### config.mk
export PLATFORM = sky130hd
export DESIGN_NAME = tug_round_ctrl
export DESIGN_NICKNAME = d
export VERILOG_FILES = /design/src/rtl/tug_round_ctrl.sv
export SDC_FILE = /design/constraint.sdc
export NUM_CORES = 1
export LEC_CHECK = 0
export BUFFER_PORTS_ARGS = -buffer_cell sky130_fd_sc_hd__buf_2
export CAP_MARGIN = 30
export CORE_MARGIN = 2
export CORE_UTILIZATION = 59
export DETAILED_ROUTE_END_ITERATION = 8
export PLACE_DENSITY = 0.79
export SLEW_MARGIN = 20
export SYNTH_ARGS = -nofsm -noshare
export SYNTH_HDL_FRONTEND = slang
export SYNTH_SLANG_ARGS = --single-unit
### constraint.sdc
create_clock -name clk -period 3 [get_ports clk]
set_clock_uncertainty 0.2 [all_clocks]
set_input_delay 0.15 -clock clk [delete_from_list [all_inputs] [get_ports clk]]
set_output_delay 0.15 -clock clk [all_outputs]
set_load 0.01 [all_outputs]
### src/rtl/tug_round_ctrl.sv
// -----------------------------------------------------------------------------
// tug_round_ctrl
//
// Round sequencer and referee for the tug-of-war game. It takes the
// single-cycle push pulses from both players and runs each round:
//   COUNT -> ARMED -> HOLD -> (COUNT | OVER)
// A push during COUNT is a false start. The first push while ARMED wins the
// point. The rope position moves one step per award. The match ends when the
// rope sits at either end after the result hold.
//
// Ports
//   clk                 system clock
//   rst                 asynchronous, active-high reset
//   start               pulse: begin a match (accepted in IDLE or OVER)
//   push_l / push_r     pulse: left / right player push
//   armed               "go" light, high while the round is armed
//   pos                 signed rope position (negative = left winning)
//   pt_l / pt_r         pulse: round point to left / right player
//   foul_l / foul_r     pulse: false start by left / right player
//   tie                 pulse: simultaneous push while armed
//   winner_l / winner_r level: match winner, held until the next start
//   busy                high while a match is in progress (COUNT/ARMED/HOLD)
//
// All outputs are registered and reflect the decision taken on the previous
// clock edge.
// -----------------------------------------------------------------------------
module tug_round_ctrl #(
  parameter int CNT_W         = 16,
  parameter int COUNTDOWN_CYC = 1000,
  parameter int RESULT_CYC    = 500,
  parameter int POS_MAX       = 4,
  parameter int POS_W         = 4
) (
  input  logic             clk,
  input  logic             rst,
  input  logic             start,
  input  logic             push_l,
  input  logic             push_r,
  output logic             armed,
  output logic [POS_W-1:0] pos,
  output logic             pt_l,
  output logic             pt_r,
  output logic             foul_l,
  output logic             foul_r,
  output logic             tie,
  output logic             winner_l,
  output logic             winner_r,
  output logic             busy
);

  typedef enum logic [2:0] {
    S_IDLE  = 3'd0,
    S_COUNT = 3'd1,
    S_ARMED = 3'd2,
    S_HOLD  = 3'd3,
    S_OVER  = 3'd4
  } state_t;

  localparam logic [CNT_W-1:0]        CNT_CD   = CNT_W'(COUNTDOWN_CYC - 1);
  localparam logic [CNT_W-1:0]        CNT_RES  = CNT_W'(RESULT_CYC - 1);
  localparam logic [CNT_W-1:0]        CNT_ONE  = CNT_W'(1);
  localparam logic signed [POS_W-1:0] POS_HI   = POS_W'(POS_MAX);
  localparam logic signed [POS_W-1:0] POS_LO   = -POS_HI;
  localparam logic signed [POS_W-1:0] POS_ONE  = POS_W'(1);

  state_t                  state_q, state_d;
  logic [CNT_W-1:0]        cnt_q, cnt_d;
  logic signed [POS_W-1:0] pos_q, pos_d;
  logic                    armed_q, armed_d;
  logic                    busy_q, busy_d;
  logic                    pt_l_q, pt_l_d;
  logic                    pt_r_q, pt_r_d;
  logic                    foul_l_q, foul_l_d;
  logic                    foul_r_q, foul_r_d;
  logic                    tie_q, tie_d;
  logic                    winner_l_q, winner_l_d;
  logic                    winner_r_q, winner_r_d;

  // One-step rope moves, clamped at the ends. The award pulse fires even
  // when the clamp holds the rope in place.
  logic signed [POS_W-1:0] pos_up, pos_dn;
  assign pos_up = (pos_q == POS_HI) ? pos_q : pos_q + POS_ONE;
  assign pos_dn = (pos_q == POS_LO) ? pos_q : pos_q - POS_ONE;

  logic cnt_zero;
  assign cnt_zero = (cnt_q == '0);

  // ---------------------------------------------------------------------------
  // State register (also holds every registered output)
  // ---------------------------------------------------------------------------
  always_ff @(posedge clk or posedge rst) begin
    if (rst) begin
      state_q    <= S_IDLE;
      cnt_q      <= '0;
      pos_q      <= '0;
      armed_q    <= 1'b0;
      busy_q     <= 1'b0;
      pt_l_q     <= 1'b0;
      pt_r_q     <= 1'b0;
      foul_l_q   <= 1'b0;
      foul_r_q   <= 1'b0;
      tie_q      <= 1'b0;
      winner_l_q <= 1'b0;
      winner_r_q <= 1'b0;
    end else begin
      state_q    <= state_d;
      cnt_q      <= cnt_d;
      pos_q      <= pos_d;
      armed_q    <= armed_d;
      busy_q     <= busy_d;
      pt_l_q     <= pt_l_d;
      pt_r_q     <= pt_r_d;
      foul_l_q   <= foul_l_d;
      foul_r_q   <= foul_r_d;
      tie_q      <= tie_d;
      winner_l_q <= winner_l_d;
      winner_r_q <= winner_r_d;
    end
  end

  // ---------------------------------------------------------------------------
  // Next-state and delay counter
  // ---------------------------------------------------------------------------
  always_comb begin
    state_d = state_q;
    cnt_d   = cnt_q;
    case (state_q)
      S_IDLE, S_OVER: begin
        // Pushes arriving with start are deliberately dropped here.
        if (start) begin
          state_d = S_COUNT;
          cnt_d   = CNT_CD;
        end
      end
      S_COUNT: begin
        // A push on the last countdown cycle is still a false start.
        if (push_l || push_r) begin
          state_d = S_HOLD;
          cnt_d   = CNT_RES;
        end else if (cnt_zero) begin
          state_d = S_ARMED;
        end else begin
          cnt_d = cnt_q - CNT_ONE;
        end
      end
      S_ARMED: begin
        if (push_l || push_r) begin
          state_d = S_HOLD;
          cnt_d   = CNT_RES;
        end
      end
      S_HOLD: begin
        if (cnt_zero) begin
          if ((pos_q == POS_LO) || (pos_q == POS_HI)) begin
            state_d = S_OVER;
          end else begin
            state_d = S_COUNT;
            cnt_d   = CNT_CD;
          end
        end else begin
          cnt_d = cnt_q - CNT_ONE;
        end
      end
      default: begin
        state_d = S_IDLE;
        cnt_d   = '0;
      end
    endcase
  end

  // ---------------------------------------------------------------------------
  // Output next values
  // ---------------------------------------------------------------------------
  always_comb begin
    pos_d      = pos_q;
    pt_l_d     = 1'b0;
    pt_r_d     = 1'b0;
    foul_l_d   = 1'b0;
    foul_r_d   = 1'b0;
    tie_d      = 1'b0;
    winner_l_d = winner_l_q;
    winner_r_d = winner_r_q;
    case (state_q)
      S_IDLE, S_OVER: begin
        if (start) begin
          pos_d      = '0;
          winner_l_d = 1'b0;
          winner_r_d = 1'b0;
        end
      end
      S_COUNT: begin
        // A false start hands the step to the opponent.
        if (push_l && push_r) begin
          foul_l_d = 1'b1;
          foul_r_d = 1'b1;
        end else if (push_l) begin
          foul_l_d = 1'b1;
          pos_d    = pos_up;
        end else if (push_r) begin
          foul_r_d = 1'b1;
          pos_d    = pos_dn;
        end
      end
      S_ARMED: begin
        if (push_l && push_r) begin
          tie_d = 1'b1;
        end else if (push_l) begin
          pt_l_d = 1'b1;
          pos_d  = pos_dn;
        end else if (push_r) begin
          pt_r_d = 1'b1;
          pos_d  = pos_up;
        end
      end
      S_HOLD: begin
        if (cnt_zero) begin
          if (pos_q == POS_LO) begin
            winner_l_d = 1'b1;
          end else if (pos_q == POS_HI) begin
            winner_r_d = 1'b1;
          end
        end
      end
      default: begin
        pos_d      = '0;
        winner_l_d = 1'b0;
        winner_r_d = 1'b0;
      end
    endcase
    armed_d = (state_d == S_ARMED);
    busy_d  = (state_d == S_COUNT) || (state_d == S_ARMED) || (state_d == S_HOLD);
  end

  assign armed    = armed_q;
  assign pos      = pos_q;
  assign pt_l     = pt_l_q;
  assign pt_r     = pt_r_q;
  assign foul_l   = foul_l_q;
  assign foul_r   = foul_r_q;
  assign tie      = tie_q;
  assign winner_l = winner_l_q;
  assign winner_r = winner_r_q;
  assign busy     = busy_q;

endmodule
## After elaboration in Yosys (flattened, before gate mapping)

Cells that the tools add are included.

| storage, ports and cells | value |
|---|---|
| flip-flop bits (word level) | 32 |
| input port bits | 5 |
| output and inout port bits | 13 |

| cells by class | value |
|---|---|
| add/sub/neg operators | 3 |
| eq/ne operators | 21 |
| multiplexer cells | 45 |
| bitwise logic cells | 2 |
| reductions and logical operators | 13 |

Operators with widths:

| operator | count |
|---|---|
| $mux W16 | 6 |
| $pmux W16 S4 | 1 |
| $mux W4 | 9 |
| $mux W1 | 19 |
| $mux W3 | 6 |
| $logic_not A16 Y1 | 1 |
| $ne A2 B2 Y1 const B | 8 |
| $pmux W4 S4 | 1 |
| $sub A16 B1 Y16 const B | 1 |
| $eq A3 B2 Y1 const B | 4 |
| $ne A3 B3 Y1 const B | 4 |
| $pmux W3 S4 | 1 |
| $reduce_and A4 Y1 | 2 |
| $eq A3 B1 Y1 const B | 2 |
| $pmux W1 S3 | 2 |
| $reduce_and A6 Y1 | 1 |
| $reduce_and A5 Y1 | 1 |
| $add A4 B2 Y4 const B | 1 |
| $eq A4 B3 Y1 const B | 1 |
| $eq A4 B4 Y1 const B | 1 |
| $logic_or A1 B1 Y1 | 4 |
| $reduce_or A2 Y1 | 2 |
| $sub A4 B2 Y4 const B | 1 |
| $eq A3 B3 Y1 const B | 1 |
| other kinds (3) | 4 |

## Depth between registers and ports, before layout

Gate-level depths: netlist of run 1.

| logic depth | value |
|---|---|
| depth after elaboration | 8 |
| mapped depth | 9 |
| mapped depth without buffers | 7 |

## Least setup slack after synthesis of run 1

Ideal clock, no wire load.

| path | value |
|---|---|
| path kind | register to register |
| start point | register cnt_q[0] |
| end point | register cnt_q[15] |
| setup time | 0.078 ns |
| data arrival time | 1.872 ns |
| data required time | 2.722 ns |
| path slack | 0.851 ns |
| stages on the path, launching flop included | 8 |
| path through | dfrtp_1 -> inv_1 -> ha_1 -> nor4b_1 -> and4_2 -> o22a_2 -> or4b_1 -> a21oi_1 |

| between the ends | value |
|---|---|
| cells in the longest elaborated chain, start to end | 4 |

Ends and longest elaborated chain:

| what | RTL line | RTL |
|---|---|---|
| from (decl) | 67 | `logic [CNT_W-1:0] cnt_q, cnt_d;` |
| from (signal assigned) | 107 | `cnt_q <= cnt_d;` |
| $sub A16 B1 Y16 | 143, 161 |  |
| $mux W16 | 140 | `end else if (cnt_zero) begin` |
| $mux W16 | 137 | `if (push_l \|\| push_r) begin` |
| $pmux W16 S4 | 127 | `case (state_q)` |

Several ways; a longest one is shown, not always the timed one. The select of a mux whose other input is x is not followed.
A chain may end at the register's enable or synchronous reset.

## Final worst setup path of run 1

| path | value |
|---|---|
| start point | register state_q[1] |
| end point | register cnt_q[6] |

| between the ends | value |
|---|---|
| cells in the longest elaborated chain, start to end | 4 |

Ends and longest elaborated chain:

| what | RTL line | RTL |
|---|---|---|
| from (decl) | 66 | `state_t state_q, state_d;` |
| from (signal assigned) | 106 | `state_q <= state_d;` |
| $eq A3 B3 Y1 or $logic_not A3 Y1 (tied branches) | 127 |  |
| $reduce_or A2 Y1 | 127 |  |
| $ne A2 B2 Y1 (no line) | - |  |
| $reduce_and A4 Y1 (no line) | - |  |

Several ways; a longest one is shown, not always the timed one.

==> metrics.csv, run 1 <==
stage,metric,value,unit
synthesis,area fraction of the dominant cell type after synthesis,0.395,
critical_path,CP Data Arrival Time,2.60,ns
global_route,initial antenna violation count,0,
clock_tree,clk root buf,clkbuf_4,
power,Design Power,0.00137,W
finish,Fill cells,256,
clock_tree,CTS Sinks,32,
synthesis,post-synth top area cell,dfrtp_1,
timing,highest clock rate,0.392,GHz
detailed_routing,vias per cell,6.18,
detailed_routing,Avg WL per Cell,15.3,um
critical_path,"Data required, critical path",3.05,ns
synthesis,Post-synth EDFFs,0,
detailed_routing,1st-pass router iterations,5,
synthesis,syn nets,241,
detailed_routing,final wirelength,4600,um
clock_tree,Worst-path clk slew,0.11,ns
critical_path,WS Path Type,reg2reg,
synthesis,"top cells by area, synth","dfrtp_1 (39%), o21ai_0 (6.7%), a21oi_1 (5.4%)",
detailed_routing,Post-DRT Antenna Nets,0,
floorplanning,row cnt,21,
synthesis,Mapped Cells,233,
detailed_routing,Starting DRT DRC Count,198,
synthesis,most frequent cells after synthesis,"dfrtp_1 (32), o21ai_0 (27), a21oi_1 (22)",
clock_tree,Clock Latency Late Sink,0.36,ns
global_route,Total GRT Usage,0.259,
critical_path,worst reg2reg setup slack,0.45,ns
critical_path,CP Max Fanout,25,
timing,worst slew pin tran,0.611,ns
synthesis,Syn Area/Cell,8.71,um^2
job,max-cap violations,0,
global_route,first-pass GRT wire length,8110,um
placed_design,GP Congestion,0.826,
finish,area delta synth->final,12.3,%
status,status,finished clean,
global_route,grt total ovfl,0,
synthesis,sequential share of the synthesized area,0.395,
clock_tree,total setup buffers inserted after CTS,0,
power,Leak Pwr,0.973,nW
finish,post-route cell area,0.00228,mm^2
synthesis,ys async rst share,1.00,
clock_tree,CTS Buf Count,5,
timing,total negative slack,0,ns
floorplanning,core area,0.00331,mm^2
synthesis,"Top FF cell, synth",dfrtp_1,
critical_path,CP startpoint kind,flip-flop,
clock_tree,CTS HTree Levels,2,
synthesis,cell with the most instances after synthesis,dfrtp_1,
detailed_routing,DRC,0,
placed_design,Post-DP HPWL,3120,um
finish,Antenna diodes,0,
floorplanning,Die Height,62.7,um
finish,Layout Nets,261,
clock_tree,TritonCTS clock tree,done,
timing,unrepaired setup endpoints after global routing,false,
synthesis,synthesis-stage register bit count,32,
placed_design,Buffers on Ports,17,
power,cell area power density,600,mW/mm^2
floorplanning,DIE AREA,0.00393,mm^2
timing,min Tclk post-route,2.55,ns
global_route,vias in the first global route,1701,
detailed_routing,Vias,1855,
timing,max_slew headroom,0.592,
finish,layout cells sized above 1,0.169,
synthesis,synth unique cells,55,
floorplanning,Initial Util,0.613,
power,worst vdd ir,0.378,mV
clock_tree,clock tree buffer depth,2,
floorplanning,total I/O pin count,18,
min_path,Worst Hold Class,in2async,
timing,Fin. Hold Viols,0,
floorplanning,Die X,62.7,um
timing,final setup fails,0,
critical_path,critical path capture point type,flip-flop,
timing,period utilization,0.850,
global_route,largest net degree at the start of global routing,26,
timing,Slew Limit Fails,0,
placed_design,placed cell area,0.00213,mm^2
synthesis,Post-Syn Area,0.00203,mm^2
synthesis,synthesis warning total,0,
==> registers in the layout (all words and copies together), names as in the netlist <==
| name | cells |
|---|---|
| armed | 1 |
| busy | 1 |
| cnt_q | 16 |
| foul_l | 1 |
| foul_r | 1 |
| pos | 4 |
| pt_l | 1 |
| pt_r | 1 |
| state_q | 3 |
| tie | 1 |
| winner_l | 1 |
| winner_r | 1 |
==> routing by layer <==
metal,part of all wire,vias to the layer above,track usage
li1,-,913,-
met1,0.46,881,0.349
met2,0.48,50,0.413
met3,0.049,11,0.0559
met4,0.018,0,0.0972
met5,0,-,0
==> where the power goes <==
group	internal [W]	total (W)	switching (W)	leakage (nW)
clock	0.000221	0.000386	0.000164	0.0515
combinational	0.000163	0.000347	0.000184	0.517
sequential	0.000508	0.000635	0.000127	0.404
total	0.000891	0.00137	0.000476	0.973
==> cell usage in the layout (no fill, tap or decap), types with 3 or more instances in the layout <==
cell type,count
o21ai_0,27
nand4_1,3
clkbuf_4,5
nor3b_1,5
a22o_1,5
a21oi_1,22
nand2_1,14
buf_2,17
nor2_1,20
dlygate4sd3_1,5
nor2b_1,5
nor3_1,5
or3_1,7
nand2b_1,4
a22oi_1,3
nand3b_1,3
dfrtp_1,32
ha_1,3
nand3_1,4
buf_4,3
o31ai_1,5
o41ai_1,3
inv_1,7
==> layout make-up <==
class | count | area, um^2 | share of cell area
clock buffers | 7 | 65.1 | 0.0285
flip-flops and latches | 32 | 801 | 0.351
repair buffers | 25 | 158 | 0.0692
clock inverters | 1 | 30.0 | 0.0132
well taps | 46 | 57.6 | 0.0252
inverters | 7 | 26.3 | 0.0115
multi-input cells | 182 | 1140 | 0.501
==> timing repair <==
action | 4_1_cts | 5_1_grt
hold endpoints to repair | 20 | 0
hold buffers | 5 | 0
resized for setup | 0 | 0
==> worst max-delay path, stage by stage (launching register included) <==
cell and delay (ns):
dfrtp_1 0.62, nand2b_1 0.30, o41ai_1 0.45, o22a_2 0.47
nor2_2 0.17, a22o_1 0.24
==> path summary, 6_finish.rpt <==
path / start / to / depth (start not counted)
setup / recovery: state_q[1] / cnt_q[6] / 5
hold / removal: rst / pos[0] / 3
setup reg to reg: state_q[1] / cnt_q[6] / 5
hold reg to reg: winner_l / winner_l / 2
max in group asynchronous: rst / cnt_q[13] / 4
min in group clk: winner_l / winner_l / 2
==> cells by family (layout without fill, tap and decap cells) <==
group | count (synthesis) | after routing | share of synthesized area
AND/OR/NAND/NOR | 94 | 94 | 0.281
AO/OA/AOI/OAI | 81 | 81 | 0.245
flip-flops | 32 | 32 | 0.395
buffers and inverters | 19 | 40 | 0.0425
adder cells (fa/ha/maj) | 3 | 3 | 0.0185
XOR/XNOR | 3 | 3 | 0.0129
multiplexers | 1 | 1 | 0.00555
==> per-stage QoR <==
step / worst slack, ns / utilization / hold slack (ns) / instances
floorplan: 0.851 / - / 0.0662 / 233
global placement: 0.570 / 0.645 / 0.0317 / 287
detailed placement: 0.483 / 0.645 / 0.0361 / 287
CTS: 0.475 / 0.689 / 0.204 / 300
global route: 0.211 / 0.689 / 0.243 / 300
finish: 0.449 / 0.689 / 0.184 / 300
(Power assumes the default switching activity.)
==> run 2, diff against run 1 <==
- ABC_AREA: unset -> 1
- CORE_UTILIZATION: 59 -> 60
- PLACE_DENSITY: 0.79 -> 0.8
- REMOVE_ABC_BUFFERS: unset -> 1
==> run 2 against run 1 <==
Compared with the run above: core utilization rose by 2.6 points; clock power fell by 3%; highest routed layer unchanged; fmax rose by 17%; final cell count rose by 32%; non-clock buffer count fell by 1; hold slack improved by 0.047 ns; critical path depth rose by 5; clock-buffer cell count did not move.
==> metrics.csv, run 2 <==
stage,metric,value,unit,change
synthesis,Post-synth EDFFs,0,,unchanged
synthesis,Syn Area/Cell,6.69,um^2,-23%
timing,period utilization,0.728,,-0.123
finish,Top reg by flops,cnt_q,,
synthesis,xor/xnor share of the synthesized area,0.0324,,+0.0195
placed_design,Post-DP HPWL,3490,um,+12%
detailed_routing,Avg WL per Cell,12.3,um,-20%
finish,Reg area,801,um^2,unchanged
global_route,largest net degree at the start of global routing,33,,+27%
critical_path,"Data required, critical path",3.04,ns,about the same
global_route,initial antenna violation count,0,,unchanged
detailed_routing,vias per cell,5.28,,-15%
synthesis,Post-Syn Area,0.00216,mm^2,+6.5%
critical_path,CP Data Arrival Time,2.23,ns,-0.37 ns
finish,Post-Layout Cell Count,395,,+32%
detailed_routing,DRC,0,,unchanged
synthesis,synth unique cells,27,,-51%
power,combinational share of power,0.434,,+0.180
synthesis,post-synth top area cell,dfrtp_1,,
timing,Fin. Hold Viols,0,,unchanged
finish,Layout Nets,356,,+36%
power,cell area power density,745,mW/mm^2,+24%
detailed_routing,Starting DRT DRC Count,123,,-38%
global_route,first-pass GRT wire length,8540,um,+5.4%
timing,worst slew pin tran,0.501,ns,-0.110 ns
power,Clock power frac,0.208,,-0.074
critical_path,worst reg2reg setup slack,0.82,ns,+0.37 ns
min_path,Worst Hold Class,in2async,,
synthesis,area fraction of the dominant cell type after synthesis,0.370,,-0.0242
power,Pint,0.00104,W,+17%
timing,highest clock rate,0.458,GHz,+17%
clock_tree,CTS Sinks,32,,unchanged
finish,Fill cells,311,,+21%
global_route,grt total ovfl,0,,unchanged
synthesis,"Top FF cell, synth",dfrtp_1,,
synthesis,most frequent cells after synthesis,"nand2_1 (115), nor2_1 (42), inv_1 (34)",,
global_route,Total GRT Usage,0.269,,+0.00968
synthesis,simple-gate area share of the yosys netlist,0.415,,+0.134
global_route,vias in the first global route,1982,,+17%
timing,min Tclk post-route,2.18,ns,-0.368 ns
finish,most frequent cells in the layout,"nand2_1 (115), nor2_1 (42), inv_1 (34)",,
floorplanning,core area,0.00339,mm^2,+2.4%
timing,Slew Limit Fails,0,,unchanged
synthesis,Mapped Cells,323,,+39%
synthesis,largest family of logic cells by synthesized area,simple AND/OR/NAND/NOR gates,,
finish,multi-input logic area,0.00117,mm^2,+2.3%
synthesis,cell with the most instances after synthesis,nand2_1,,
synthesis,Synth Area in Compound Gates,0.0758,,-0.170
synthesis,synthesis-stage register bit count,32,,unchanged
status,status,finished clean,,
clock_tree,clock tree buffer depth,2,,unchanged
clock_tree,Clock Latency Late Sink,0.34,ns,-0.02 ns
floorplanning,Die X,64.0,um,+2.2%
detailed_routing,Post-DRT Antenna Nets,0,,unchanged
power,Sequential Power Share,0.358,,-0.106
critical_path,CP Max Fanout,22,,-12%
critical_path,critical path capture point type,flip-flop,,
finish,"most common cell after layout, fill and taps aside",nand2_1,,
critical_path,WS Path Type,reg2reg,,
floorplanning,total I/O pin count,18,,unchanged
power,P_sw,0.000765,W,+61%
job,max-cap violations,0,,unchanged
finish,area delta synth->final,12.0,%,
synthesis,"top cells by area, synth","dfrtp_1 (37%), nand2_1 (20%), nor2_1 (7.3%)",,
detailed_routing,1st-pass router iterations,4,,-1
timing,total negative slack,0,ns,unchanged
detailed_routing,final wirelength,4860,um,+5.6%
clock_tree,total setup buffers inserted after CTS,0,,unchanged
timing,max_slew headroom,0.665,,+0.0728
clock_tree,CTS HTree Levels,2,,unchanged
critical_path,CP startpoint kind,flip-flop,,
clock_tree,CTS Buf Count,5,,unchanged
finish,final core utilization,0.715,,+0.0261
placed_design,GP Congestion,0.855,,+3.5%
floorplanning,Initial Util,0.638,,+0.0249
synthesis,synthesis warning total,0,,unchanged
synthesis,post-synthesis mux area share,0,,-0.00555
power,switch share,0.424,,+0.0757
clock_tree,clk root buf,clkbuf_4,,
placed_design,dpl cells,382,,+33%
synthesis,ys async rst share,1.00,,unchanged
floorplanning,Die Height,64.0,um,+2.2%
clock_tree,TritonCTS clock tree,done,,
finish,Antenna diodes,0,,unchanged
synthesis,sequential share of the synthesized area,0.370,,-0.0242
finish,Largest register FFs,16,,unchanged
synthesis,adder-cell share of the synthesized area,0.0174,,-0.00113
finish,layout cells sized above 1,0.129,,-0.0404
timing,final setup fails,0,,unchanged
timing,unrepaired setup endpoints after global routing,false,,
floorplanning,DIE AREA,0.00410,mm^2,+4.5%
power,worst vdd ir,0.473,mV,+25%
placed_design,Buffers on Ports,17,,unchanged
clock_tree,Worst-path clk slew,0.10,ns,about the same
floorplanning,row cnt,21,,unchanged
power,Leak Pwr,1.32,nW,+36%
detailed_routing,Vias,2087,,+13%
-- run 2: cell types whose count changed after synthesis, sizes merged, moves of 6 or more --
| cell | before | now |
|---|---|---|
| or3 | 8 | 0 |
| inv | 7 | 39 |
| xor2 | 1 | 8 |
| nand2 | 14 | 117 |
| a21oi | 22 | 1 |
| nor2 | 21 | 50 |
| nand4 | 3 | 15 |
| o21ai | 28 | 22 |
| nand3 | 5 | 21 |
-- run 2: logic make-up (layout without fill, tap and decap cells) --
family          Yosys count  in the layout
fa+ha+maj                 3              3
xor+xnor                  8              8
flops                    32             32
buf+inv                  46             72
simple gates            205            205
compound gates           29             29
-- run 2: power groups by stage --
stage | sequential, W | clock (W) | combinational, W
after detailed placement | 0.000653 | 0 | 0.000772
final | 0.000647 | 0.000376 | 0.000783
after global placement | 0.000653 | 0 | 0.000760
after global routing | 0.000664 | 0.000398 | 0.000906
after CTS | 0.000645 | 0.000381 | 0.000780
after floorplan | 0.000640 | 0 | 0.000590
-- run 2: stage by stage --
| stage | setup slack (ns) | area, um^2 | power (W) | hold slack, ns |
|---|---|---|---|---|
| final | 0.817 | 2420 | 0.00181 | 0.231 |
| after global routing | 0.582 | 2420 | 0.00197 | 0.292 |
| after CTS | 0.815 | 2420 | 0.00181 | 0.236 |
| after detailed placement | 0.845 | 2280 | 0.00143 | 0.0609 |
| after global placement | 0.888 | 2280 | 0.00141 | 0.0504 |
| after floorplan | 1.03 | 2120 | 0.00123 | 0.0164 |
-- run 2: area by class of cell --
| type | instances | area share |
|---|---|---|
| flip-flops and latches | 32 | 0.331 |
| clock inverters | 1 | 0.0124 |
| repair buffers | 24 | 0.0620 |
| inverters | 40 | 0.0620 |
| multi-input cells | 245 | 0.482 |
| well taps | 46 | 0.0238 |
| clock buffers | 7 | 0.0269 |
-- run 2: worst max-delay path, stage by stage, from the launching register on --
cell and delay (ns):
dfrtp_1 0.33, inv_1 0.07, ha_1 0.25, nand2_1 0.18
nor2_2 0.08, nand3_2 0.12, nor2_4 0.06, nor2_4 0.42
inv_2 0.22, nand2_1 0.11, nand2_1 0.05
-- run 2: layer usage --
| metal | part of all wire | up-vias | track usage |
|---|---|---|---|
| met5 | 0 | - | 0 |
| met4 | 0.022 | 0 | 0.106 |
| met3 | 0.041 | 10 | 0.0528 |
| met2 | 0.49 | 47 | 0.475 |
| met1 | 0.44 | 958 | 0.319 |
| li1 | - | 1072 | - |
-- run 2: timing repair --
action                    in CTS  in global routing
hold endpoints to repair      37                  0
resized for setup              0                  0
hold buffers                   5                  0
-- run 2: final timing paths --
check                      cells past startpoint     start         to
min in group clk                               1  winner_l   winner_l
hold reg to reg                                1  winner_l   winner_l
setup / recovery                              10  cnt_q[0]  cnt_q[14]
max in group asynchronous                      4       rst   cnt_q[3]
setup reg to reg                              10  cnt_q[0]  cnt_q[14]
hold / removal                                 4       rst   cnt_q[7]
